[src/rtl/encoder8to3_seq_pkg.sv]
// encoder8to3_seq_pkg
// Shared constants and helpers for the registered 8-to-3 request encoder.
//   IDX_W    : width of the encoded index
//   N_REQ    : number of request lines
//   prio_sel : highest-priority set bit of a request vector
//   onehot8  : index -> one-hot request mask
package encoder8to3_seq_pkg;

  localparam int IDX_W = 3;
  localparam int N_REQ = 8;

  // high_first=1: bit 7 wins; high_first=0: bit 0 wins.
  // Returns 0 when r is empty; callers qualify with r != 0.
  function automatic logic [IDX_W-1:0] prio_sel(input logic [N_REQ-1:0] r,
                                                input logic high_first);
    logic [IDX_W-1:0] idx;
    idx = '0;
    if (high_first) begin
      // Ascending scan: the last set bit seen is the highest one.
      for (int i = 0; i < N_REQ; i++) begin
        if (r[i]) idx = IDX_W'(i);
      end
    end else begin
      // Descending scan: the last set bit seen is the lowest one.
      for (int i = N_REQ - 1; i >= 0; i--) begin
        if (r[i]) idx = IDX_W'(i);
      end
    end
    return idx;
  endfunction

  function automatic logic [N_REQ-1:0] onehot8(input logic [IDX_W-1:0] idx);
    logic [N_REQ-1:0] oh;
    oh = '0;
    oh[idx] = 1'b1;
    return oh;
  endfunction

endpackage

[src/rtl/encoder8to3_seq_if.sv]
// encoder8to3_seq_if
// Request/index bus of the 8-to-3 encoder.
//   D0..D7  : request lines (level, sampled every clock)
//   ACK     : consumer accepts the presented index
//   A,B,C   : presented index, A = MSB
//   V       : index valid
//   MORE    : further requests pending beyond the presented one
//
// Handshake: an index is transferred on a rising edge where V=1 and ACK=1.
// While V=1 and ACK=0 the index and V stay stable. ACK with V=0 has no
// effect. V may drop only after a transfer (nothing left to present).
//
// Modports: master = request source / index consumer, slave = encoder.
interface encoder8to3_seq_if;

  logic D0, D1, D2, D3, D4, D5, D6, D7;
  logic ACK;
  logic A, B, C;
  logic V;
  logic MORE;

  modport master (
    output D0, D1, D2, D3, D4, D5, D6, D7, ACK,
    input  A, B, C, V, MORE
  );

  modport slave (
    input  D0, D1, D2, D3, D4, D5, D6, D7, ACK,
    output A, B, C, V, MORE
  );

endinterface

[src/rtl/encoder8to3_seq_prio_enc8.sv]
// prio_enc8
// Combinational 8-input priority encoder.
//   r          : request vector
//   high_first : 1 -> bit 7 highest priority, 0 -> bit 0 highest priority
//   idx        : index of the winning bit (0 when r is empty)
//   any        : r has at least one bit set
module prio_enc8
  import encoder8to3_seq_pkg::*;
(
  input  logic [N_REQ-1:0] r,
  input  logic             high_first,
  output logic [IDX_W-1:0] idx,
  output logic             any
);

  assign idx = prio_sel(r, high_first);
  assign any = |r;

endmodule

[src/rtl/encoder8to3_seq.sv]
// encoder8to3_seq
// Registered 8-to-3 encoder with request latching. Requests are merged into
// a pending register; one pending index at a time is presented with a
// valid flag and its pending bit is cleared when the index is loaded.
//   clk  : rising-edge clock
//   rst  : synchronous, active-high reset
//   bus  : encoder8to3_seq_if.slave (D0..D7, ACK in; A,B,C, V, MORE out)
// Parameter HIGH_FIRST: 1 -> D7 highest priority, 0 -> D0 highest priority.
module encoder8to3_seq
  import encoder8to3_seq_pkg::*;
#(
  parameter bit HIGH_FIRST = 1'b1
) (
  input  logic                clk,
  input  logic                rst,
  encoder8to3_seq_if.slave    bus
);

  logic [N_REQ-1:0] pend_q;
  logic [IDX_W-1:0] abc_q;
  logic             v_q;
  logic             more_q;

  logic [N_REQ-1:0] d_vec;
  logic [N_REQ-1:0] r_vec;
  logic             load;
  logic [IDX_W-1:0] sel_idx;
  logic             sel_any;
  logic [N_REQ-1:0] r_after_load;
  logic [N_REQ-1:0] r_after_hold;

  assign d_vec = {bus.D7, bus.D6, bus.D5, bus.D4,
                  bus.D3, bus.D2, bus.D1, bus.D0};

  // New requests merge with pending ones; a level held for several cycles
  // collapses into a single pending bit.
  assign r_vec = pend_q | d_vec;

  // A new index may be loaded when nothing is presented or the current one
  // is being accepted. ACK while V=0 therefore changes nothing extra.
  assign load = ~v_q | bus.ACK;

  prio_enc8 u_prio (
    .r          (r_vec),
    .high_first (HIGH_FIRST),
    .idx        (sel_idx),
    .any        (sel_any)
  );

  assign r_after_load = r_vec & ~onehot8(sel_idx);
  // While presenting, a repeat request on the presented line is absorbed
  // rather than re-pended.
  assign r_after_hold = r_vec & ~onehot8(abc_q);

  always_ff @(posedge clk) begin
    if (rst) begin
      pend_q <= '0;
      abc_q  <= '0;
      v_q    <= 1'b0;
      more_q <= 1'b0;
    end else if (load) begin
      if (sel_any) begin
        abc_q  <= sel_idx;
        v_q    <= 1'b1;
        pend_q <= r_after_load;
        more_q <= |r_after_load;
      end else begin
        // abc_q intentionally keeps its last value; it is don't-care at V=0.
        v_q    <= 1'b0;
        more_q <= 1'b0;
        pend_q <= '0;
      end
    end else begin
      // Holding: index and V stay put; priority is only resolved at load.
      pend_q <= r_after_hold;
      more_q <= |r_after_hold;
    end
  end

  assign bus.A    = abc_q[2];
  assign bus.B    = abc_q[1];
  assign bus.C    = abc_q[0];
  assign bus.V    = v_q;
  assign bus.MORE = more_q;

endmodule
[src/flat_wrapper.sv]
// flat-port wrapper written by rule: the top's interface ports become plain ports
module encoder8to3_seq_flat import encoder8to3_seq_pkg::*;
#(
  parameter bit HIGH_FIRST = 1'b1
)
  (clk, rst, bus_D0, bus_D1, bus_D2, bus_D3, bus_D4, bus_D5, bus_D6, bus_D7, bus_ACK, bus_A, bus_B, bus_C, bus_V, bus_MORE);
  encoder8to3_seq_if bus_i ();
  input  logic clk;
  input  logic rst;
  input wire logic [$bits(bus_i.D0)-1:0] bus_D0;
  input wire logic [$bits(bus_i.D1)-1:0] bus_D1;
  input wire logic [$bits(bus_i.D2)-1:0] bus_D2;
  input wire logic [$bits(bus_i.D3)-1:0] bus_D3;
  input wire logic [$bits(bus_i.D4)-1:0] bus_D4;
  input wire logic [$bits(bus_i.D5)-1:0] bus_D5;
  input wire logic [$bits(bus_i.D6)-1:0] bus_D6;
  input wire logic [$bits(bus_i.D7)-1:0] bus_D7;
  input wire logic [$bits(bus_i.ACK)-1:0] bus_ACK;
  output wire logic [$bits(bus_i.A)-1:0] bus_A;
  output wire logic [$bits(bus_i.B)-1:0] bus_B;
  output wire logic [$bits(bus_i.C)-1:0] bus_C;
  output wire logic [$bits(bus_i.V)-1:0] bus_V;
  output wire logic [$bits(bus_i.MORE)-1:0] bus_MORE;
  assign bus_i.D0 = bus_D0;
  assign bus_i.D1 = bus_D1;
  assign bus_i.D2 = bus_D2;
  assign bus_i.D3 = bus_D3;
  assign bus_i.D4 = bus_D4;
  assign bus_i.D5 = bus_D5;
  assign bus_i.D6 = bus_D6;
  assign bus_i.D7 = bus_D7;
  assign bus_i.ACK = bus_ACK;
  assign bus_A = bus_i.A;
  assign bus_B = bus_i.B;
  assign bus_C = bus_i.C;
  assign bus_V = bus_i.V;
  assign bus_MORE = bus_i.MORE;
  encoder8to3_seq #(.HIGH_FIRST(HIGH_FIRST)) u_core (.clk(clk), .rst(rst), .bus(bus_i));
endmodule
[config.mk]
export PLATFORM = sky130hd
export DESIGN_NAME = encoder8to3_seq_flat
export DESIGN_NICKNAME = d
export VERILOG_FILES = /design/src/rtl/encoder8to3_seq_pkg.sv /design/src/rtl/encoder8to3_seq_if.sv /design/src/rtl/encoder8to3_seq_prio_enc8.sv /design/src/rtl/encoder8to3_seq.sv /design/src/flat_wrapper.sv
export SDC_FILE = /design/constraint.sdc
export NUM_CORES = 1
export LEC_CHECK = 0
export ABC_AREA = 0
export CAP_MARGIN = 20
export CORE_ASPECT_RATIO = 0.75
export CORE_MARGIN = 2
export CORE_UTILIZATION = 41
export DETAILED_ROUTE_END_ITERATION = 12
export PLACE_DENSITY = 0.66
export SLEW_MARGIN = 0
export SYNTH_ARGS = -nofsm -noshare
export SYNTH_HDL_FRONTEND = slang
export SYNTH_SLANG_ARGS = --single-unit
[constraint.sdc]
create_clock -name clk -period 3.8 [get_ports clk]
set_clock_uncertainty 0.1 [all_clocks]
set_input_delay 0.57 -clock clk [delete_from_list [all_inputs] [get_ports clk]]
set_output_delay 0.57 -clock clk [all_outputs]
set_load 0.02 [all_outputs]
Yosys cells after proc, flatten, opt, wreduce, memory -nomap -nowiden
Cells that the tools add are included.
{"block": "classes", "div": 0, "mux": 16, "multipliers": 0, "reduce_logical": 6, "shift": 0, "bitwise_logic": 7, "eq_ne": 0, "add_sub_neg": 0, "magnitude_cmp": 4}
{"cell": "8-bit OR reduction", "n": 3}
{"cell": "3-bit 2-to-1 mux", "n": 6}
{"cell": "8-bit AND", "n": 2}
{"cell": "8-bit 2-to-1 mux", "n": 2}
{"cell": "8-bit NOT", "n": 2}
{"cell": "3-bit by 4-bit less-than comparator with 1-bit output (second input constant)", "n": 2}
{"cell": "8-bit OR", "n": 1}
{"cell": "1-bit demux with 3-bit select", "n": 2}
{"cell": "3-bit by 1-bit >= comparator with 1-bit output (second input constant)", "n": 2}
{"cell": "1-bit 2-to-1 mux", "n": 6}
{"cell": "1-bit logical AND", "n": 2}
{"cell": "2-bit AND reduction", "n": 1}
{"cell": "1-bit NOT", "n": 1}
{"cell": "1-bit OR", "n": 1}
{"block": "totals", "latchBits": 0, "n_memories": 0, "out_inout_bits": 5, "mem_bits_ro": 0, "ff_bits": 13, "in_bits": 11, "word_cells": 37, "ram_bits": 0}

Longest topological paths before layout
Gate-level depths: netlist (run 1).
{"block": "logic_depth", "ltp_word": 17, "mapped_depth": 6, "ltp_nobuf": 5}

By module
From an unflattened synthesis (run 1), not the netlist that was laid out.
{"block": "hier_totals", "cells_unflattened": 123, "area_unflattened_um2": 880.8}
{"module": "encoder8to3_seq", "seq_area_each_um2": 260.2, "area_each_um2": 750.7, "cells_each": 101, "n_inst": 1}
{"module": "prio_enc8", "seq_area_each_um2": 0.0, "area_each_um2": 130.1, "cells_each": 22, "n_inst": 1}

Worst setup path after synthesis (run 1)
No wires, ideal clock.
{"block": "synth_timing", "kind": "input port to flip-flop", "from": "input port bus_D6", "to": "register u_core.more_q (netlist: u_core.bus.MORE)", "slack_ps": 1994, "required_ps": 3583, "path_stages": 4, "path_buffers": 0, "setup_time_ps": 117, "t_arrival_ps": 1589, "path_cell_list": "or4_4 a21oi_1 o21ai_1 a32o_1"}
{"block": "synth_via", "elab_chain_len": 12, "elab_cells_between_ends": 16, "classes_between": "order compare: 2; mux: 6; bitwise: 4; reduce/logical: 4"}
{"item": "start: declaration", "line": "flat_wrapper.sv:16", "source": "input wire logic [$bits(bus_i.D6)-1:0] bus_D6;"}
{"item": "8-bit OR *", "line": "encoder8to3_seq.sv:37", "source": "assign r_vec = pend_q | d_vec;"}
{"item": "3-bit 2-to-1 mux (2 in series)", "line": "encoder8to3_seq_pkg.sv:21", "source": "if (r[i]) idx = IDX_W'(i);"}
{"item": "3-bit by 4-bit less-than comparator with 1-bit output (implied by the code) or 3-bit by 1-bit >= comparator with 1-bit output (tied branches)", "line": "encoder8to3_seq_pkg.sv:35", "source": "oh[idx] = 1'b1;"}
{"item": "1-bit logical AND (implied by the code)", "line": "encoder8to3_seq_pkg.sv:35"}
{"item": "1-bit 2-to-1 mux (implied by the code)", "line": "encoder8to3_seq_pkg.sv:35"}
{"item": "1-bit demux with 3-bit select"}
{"item": "8-bit NOT", "line": "encoder8to3_seq.sv:50", "source": "assign r_after_load = r_vec & ~onehot8(sel_idx);"}
{"item": "8-bit AND", "line": "encoder8to3_seq.sv:50"}
{"item": "8-bit OR reduction", "line": "encoder8to3_seq.sv:66", "source": "more_q <= |r_after_load;"}
{"item": "1-bit 2-to-1 mux", "line": "encoder8to3_seq.sv:62", "source": "if (sel_any) begin"}
{"item": "1-bit 2-to-1 mux *", "line": "encoder8to3_seq.sv:61", "source": "end else if (load) begin"}
{"item": "end signal: assignment", "line": "encoder8to3_seq.sv:66"}
{"item": "end signal: assignment", "line": "encoder8to3_seq.sv:76", "source": "more_q <= |r_after_hold;"}
{"item": "end: declaration", "line": "encoder8to3_seq.sv:22", "source": "logic more_q;"}
Every way passes the cells marked *; elsewhere a longest branch is shown, timed or not.
A chain may end at the register's enable or synchronous reset.

Worst setup path in the final report (run 1)
{"block": "layout_timing", "from": "register u_core.abc_q[2]", "to": "output port bus_A"}
{"item": "start: declaration", "line": "encoder8to3_seq.sv:20", "source": "logic [IDX_W-1:0] abc_q;"}
{"item": "start signal: assignment", "line": "encoder8to3_seq.sv:63", "source": "abc_q <= sel_idx;"}
{"item": "end: declaration", "line": "flat_wrapper.sv:19", "source": "output wire logic [$bits(bus_i.A)-1:0] bus_A;"}
No word-level cell between the ends.

==> impl_metrics.ini, run 1 <==
[route]
num_vias = 878
drtIter0Drc = 53
dr.pass1.iters = 4
viasPerCell = 6.18
avgRoutedWirePerCell_microns = 15.5
wirelength_microns = 2210
drc = 0
ant_nets = 0

[setup_path]
crit_path_end_kind = output pin
critPathSlowestCell = clkdlybuf4s50_1
crit_family = buffers and inverters
path_buf_inv = 1
worstPathCellList = clkdlybuf4s50_1
critPathRequiredTime_ns = 3.13
path_class = reg2out
cpPeakStageDelay_ns = 0.71
cp-start-kind = flop
cp.arrival_ns = 1.66
path_max_fanout = 14

[hold_path]
hp-class = reg2reg

[layout]
stdcell_count = 142
fillers = 177
syn_to_final_growth_pct = 23.8
multiInputGateArea_sq_um = 492
antennaDiodeCount = 0
nets = 132
seqCellArea_sq_um = 260
drive_gt1_share_pct = 9.17

[pwr]
p_leak_uw = 0.000343
vdd_drop_max_v = 0.000186
seq_power_share_pct = 49.2
p_sw_share_pct = 32.5
p_sw_uw = 108
p_int_uw = 224
total_power_uw = 332
power_density_nw_per_um2 = 344
clockPowerShare_pct = 26.7
pwr-share-comb_pct = 24.1

[timing]
slew_violations = 0
setup_viol = 0
period_needed_ns = 2.33
max_freq_mhz = 428
tns_ns = 0
slew_headroom_pct = 58.9
worst_pin_slew_ns = 0.610
min_period_over_period_pct = 61.4
rsz0062_at_grt = no
hold_viol_final = 0
whs_ns = 0.453

[yosys]
syn-cell-area_sq_um = 778
seq_area_frac_synth_pct = 33.4
synth_seq_cells = 13
synth_top_area_share_pct = 33.4
synth_cells = 105
synth_top_area_cell = dfxtp_1
syn_area_per_cell_sq_um = 7.41
synth_warnings = 0
synth_nets = 116
yosys-top-cells-area = dfxtp_1 (33%), a21oi_1 (7.1%), nand2_1 (6.3%), nor2_1 (5.8%), nor4_1 (4.8%)
yosysUniqueCellTypes = 30

[global_routing]
grt_pass1_vias = 799
grt_pass1_wl_microns = 3740
antenna_found_initial = 0
grt_max_degree = 15
grt-ovfl-total = 0
grt_use_total_pct = 22.9

[clock_tree]
htree_levels = 1
clock_path_buffers = 2
cts.clk_slew.worst_paths_ns = 0.08
postCtsSetupRepairBufs = 0
clockRootBuffer = clkbuf_4
clk-insertion-delay-late_ns = 0.28
cts.hold.buffers_added = 0
cts_sinks = 13
cts_tree = built
cts_buffers = 3
cts_resized = 0

[place]
place_congestion = 0.939
dpl.hpwl_microns = 1580
post-place-cells = 138
portBuffers = 15

[run]
cap_violations = 0

[floorplan]
die-area_sq_um = 2270
core-area_sq_um = 1760
std_cell_rows = 13
die_w_microns = 54.3
ioPinCount = 16
start_util_pct = 44.3
fp.dieH_microns = 41.7

[run_status]
status = finished, final reports clean
layer usage:
metal  track usage (%)  wire length, microns  vias up
met2              30.8                   954       45
met4              10.0                    36        0
li1                  -                     -      427
met3              4.32                   173        4
met1              34.4                  1040      402
met5                 0                     0        -
layout make-up:
type,instances,area share [%]
clock buffer,4,2.73
inverter,2,0.779
multi-input combinational,86,51.0
sequential,13,27.0
tap,22,2.86
timing repair buffer,15,15.6
power groups by stage:
stage	Sequential (uW)	Combinational [uW]	Clock, uW
6_report	163	79.9	88.6
5_1_grt	166	87.7	102
2_1_floorplan	162	49.0	0
3_5_place_dp	166	78.2	0
4_1_cts	163	79.0	91.4
3_3_place_gp	166	79.5	0
cell families (layout without fill, tap and decap cells):
| logic type | after synthesis | after routing | synth area share (%) |
|---|---|---|---|
| AND/OR/NAND/NOR | 50 | 50 | 34.1 |
| AO/OA/AOI/OAI | 36 | 36 | 29.1 |
| flip-flops | 13 | 13 | 33.4 |
| buffers and inverters | 6 | 21 | 3.38 |
flip-flops by register name, indices dropped and copies added, names as in the netlist:
signal and cells:
u_core.pend_q 8, u_core.bus.V 1, u_core.abc_q 3, u_core.bus.MORE 1
stage by stage:
| stage | util (%) | setup slack (ns) | instance area [sq um] |
|---|---|---|---|
| floorplan | - | 1.99 | 778 |
| finish | 54.8 | 1.47 | 963 |
| detailed placement | 53.3 | 1.30 | 937 |
| global route | 54.8 | 1.36 | 963 |
| global placement | 53.3 | 1.35 | 937 |
| CTS | 54.8 | 1.44 | 963 |
final timing paths:
| kind | slack, ns | start | to | cells after the start |
|---|---|---|---|---|
| setup reg to reg | 2.01 | u_core.pend_q[6] | u_core.pend_q[1] | 4 |
| setup / recovery | 1.47 | u_core.abc_q[2] | bus_A | 1 |
| hold reg to reg | 0.45 | u_core.pend_q[1] | u_core.pend_q[0] | 2 |
| hold / removal | 0.45 | u_core.pend_q[1] | u_core.pend_q[0] | 2 |
Yosys cell counts, drive strengths merged:
cell type	count
nand3	1
buf	1
a2111oi	2
clkbuf	3
nor2b	1
a211o	1
o211ai	1
a31oi	4
nor3	6
o31ai	3
a21oi	13
nand4	1
nor4	6
inv	2
and3	2
nand2b	2
or4	2
a32o	1
nand2	13
and2b	1
a211oi	2
dfxtp	13
o21ai	8
nor2	15
a22oi	1
cell usage in the layout, fill, tap and decap left out, types with 2 or more instances in the layout:
| cell type | netlist | routed |
|---|---|---|
| nand2_1 | 13 | 13 |
| o21ai_0 | 7 | 7 |
| a21oi_2 | 2 | 2 |
| dfxtp_1 | 13 | 13 |
| clkbuf_4 | 0 | 3 |
| inv_1 | 2 | 2 |
| nor3_1 | 6 | 6 |
| nor2_2 | 2 | 2 |
| nor4_1 | 6 | 6 |
| a21oi_1 | 11 | 11 |
| a211oi_1 | 2 | 2 |
| or4_4 | 2 | 2 |
| a31oi_1 | 4 | 4 |
| o31ai_1 | 3 | 3 |
| clkdlybuf4s50_1 | 0 | 15 |
| a2111oi_0 | 2 | 2 |
| and3_1 | 2 | 2 |
| nor2_1 | 12 | 12 |
No activity file was read; power rests on OpenSTA's default activity.
==> run 2: changes to the inputs <==
==> constraint.sdc (replaced) <==
create_clock -name clk -period 2.2 [get_ports clk]
set_clock_uncertainty 0.1 [all_clocks]
set_input_delay 0.33 -clock clk [delete_from_list [all_inputs] [get_ports clk]]
set_output_delay 0.33 -clock clk [all_outputs]
set_load 0.02 [all_outputs]
==> run 2 against run 1 <==
Compared with the run above:
- cell area increased by 10%
- highest routed layer unchanged
- worst setup slack got worse by 1.3 ns
- clock-buffer cell count decreased by 1
- largest cell class unchanged
- die area unchanged
- cell count increased by 9.2%
- sequential share of layout area decreased by 2.5 points
- core utilization increased by 5.6 points
==> impl_metrics.ini, run 2 (synthesis gave the netlist of run 1 again) <==
[clock_tree]
clk-insertion-delay-late_ns = 0.29
postCtsSetupRepairBufs = 0
clockRootBuffer = clkbuf_4
cts_sinks = 13
cts_resized = 0
cts.hold.buffers_added = 0
cts_buffers = 3
clock_path_buffers = 2
htree_levels = 1
cts.clk_slew.worst_paths_ns = 0.09
cts_tree = built

[global_routing]
grt_use_met1_pct = 32.6
grt_pass1_vias = 858
grt_pass1_wl_microns = 3810
top_usage_layer = met2
grtUsageMet3_pct = 8.99
grt-ovfl-total = 0
grt_use_total_pct = 23.5
grtUsageMet2_pct = 33.0
antenna_found_initial = 0
grt_max_degree = 15

[route]
avgRoutedWirePerCell_microns = 14.9
ant_nets = 0
drc = 0
dr.pass1.iters = 4
drtIter0Drc = 27
viasPerCell = 5.92
num_vias = 918
wirelength_microns = 2310

[floorplan]
core-area_sq_um = 1760
std_cell_rows = 13
ioPinCount = 16
start_util_pct = 44.3
fp.dieH_microns = 41.7
die_w_microns = 54.3
die-area_sq_um = 2270

[setup_path]
crit_family = buffers and inverters
reg2reg_to = u_core.pend_q[1]
crit_path_end_kind = output pin
cp-start-kind = flop
path_buf_inv = 1
path_class = reg2out
rr_startpoint = u_core.pend_q[6]
cp.arrival_ns = 1.61
path_max_fanout = 14
critPathRequiredTime_ns = 1.77
cpPeakStageDelay_ns = 0.70
worst_r2r_path_depth = 5
critPathSlowestCell = clkdlybuf4s50_1
regToRegSetupSlack_ns = 0.56
worstPathCellList = clkdlybuf4s50_1

[timing]
worst_pin_slew_ns = 0.438
max_freq_mhz = 490
hold_viol_final = 0
tns_ns = 0
slew_headroom_pct = 70.1
period_needed_ns = 2.04
rsz0062_at_grt = no
min_period_over_period_pct = 92.8
slew_violations = 0
setup_viol = 0
whs_ns = 0.511

[hold_path]
holdPathEnd = u_core.pend_q[4]
whs_path_depth = 2
min_from = u_core.pend_q[4]
hp-class = reg2reg

[place]
post-place-cells = 151
place_congestion = 0.914
portBuffers = 15
dpl.hpwl_microns = 1790
dpl_cell_area_sq_um = 1030

[layout]
drive_gt1_share_pct = 18.8
fin_area_sq_um = 1060
largest_register_ffs = 8
layout_commonest_cell = clkdlybuf4s50_1
syn_to_final_growth_pct = 36.5
antennaDiodeCount = 0
top_regs = u_core.pend_q (8), u_core.abc_q (3)
final_cell_mix = clkdlybuf4s50_1 (15), nand2_1 (13), buf_4 (13), dfxtp_1 (13), nor2_1 (12)
nets = 145
top_register = u_core.pend_q
stdcell_count = 155

[pwr]
power_density_nw_per_um2 = 564
p_leak_uw = 0.000410
vdd_drop_max_v = 0.000482

[run_status]
status = finished, final reports clean

[run]
cap_violations = 0
## run 2: worst max path at each step
stage                     cells after the start          endpoint  slack, ns       startpoint
after global placement                        6  u_core.pend_q[1]       0.15           bus_D7
final                                         1             bus_C       0.16  u_core.abc_q[0]
after floorplan                               6   u_core.bus.MORE       0.60  u_core.abc_q[1]
after global routing                          1             bus_C       0.07  u_core.abc_q[0]
after CTS                                     1             bus_C       0.16  u_core.abc_q[0]
after detailed placement                      6   u_core.abc_q[2]       0.12           bus_D6
## run 2: stage by stage
stage | util (%) | total power, uW | worst slack, ns
after floorplan | - | 365 | 0.604
after global placement | 58.9 | 443 | 0.155
after detailed placement | 58.9 | 444 | 0.124
after CTS | 60.5 | 604 | 0.156
after global routing | 60.5 | 635 | 0.0671
final | 60.5 | 599 | 0.159
## run 2: final cells by class
cell class | instances | area, sq um
fillers | 173 | 694
inverters | 2 | 7.51
clock inverters | 1 | 5.00
flip-flops and latches | 13 | 260
clock buffers | 3 | 22.5
repair buffers | 28 | 248
multi-input cells | 86 | 492
well taps | 22 | 27.5
## run 2: where the power goes
| part | total, uW | internal, uW | switching [uW] |
|---|---|---|---|
| sequential | 276 | 254 | 22.4 |
| combinational | 165 | 79.9 | 85.1 |
| clock | 158 | 67.6 | 90.4 |
## run 2: per-layer routing
layer,up-vias,wire (microns)
li1,449,-
met1,413,1040
met2,51,1010
met3,5,224
met4,0,25
met5,-,0
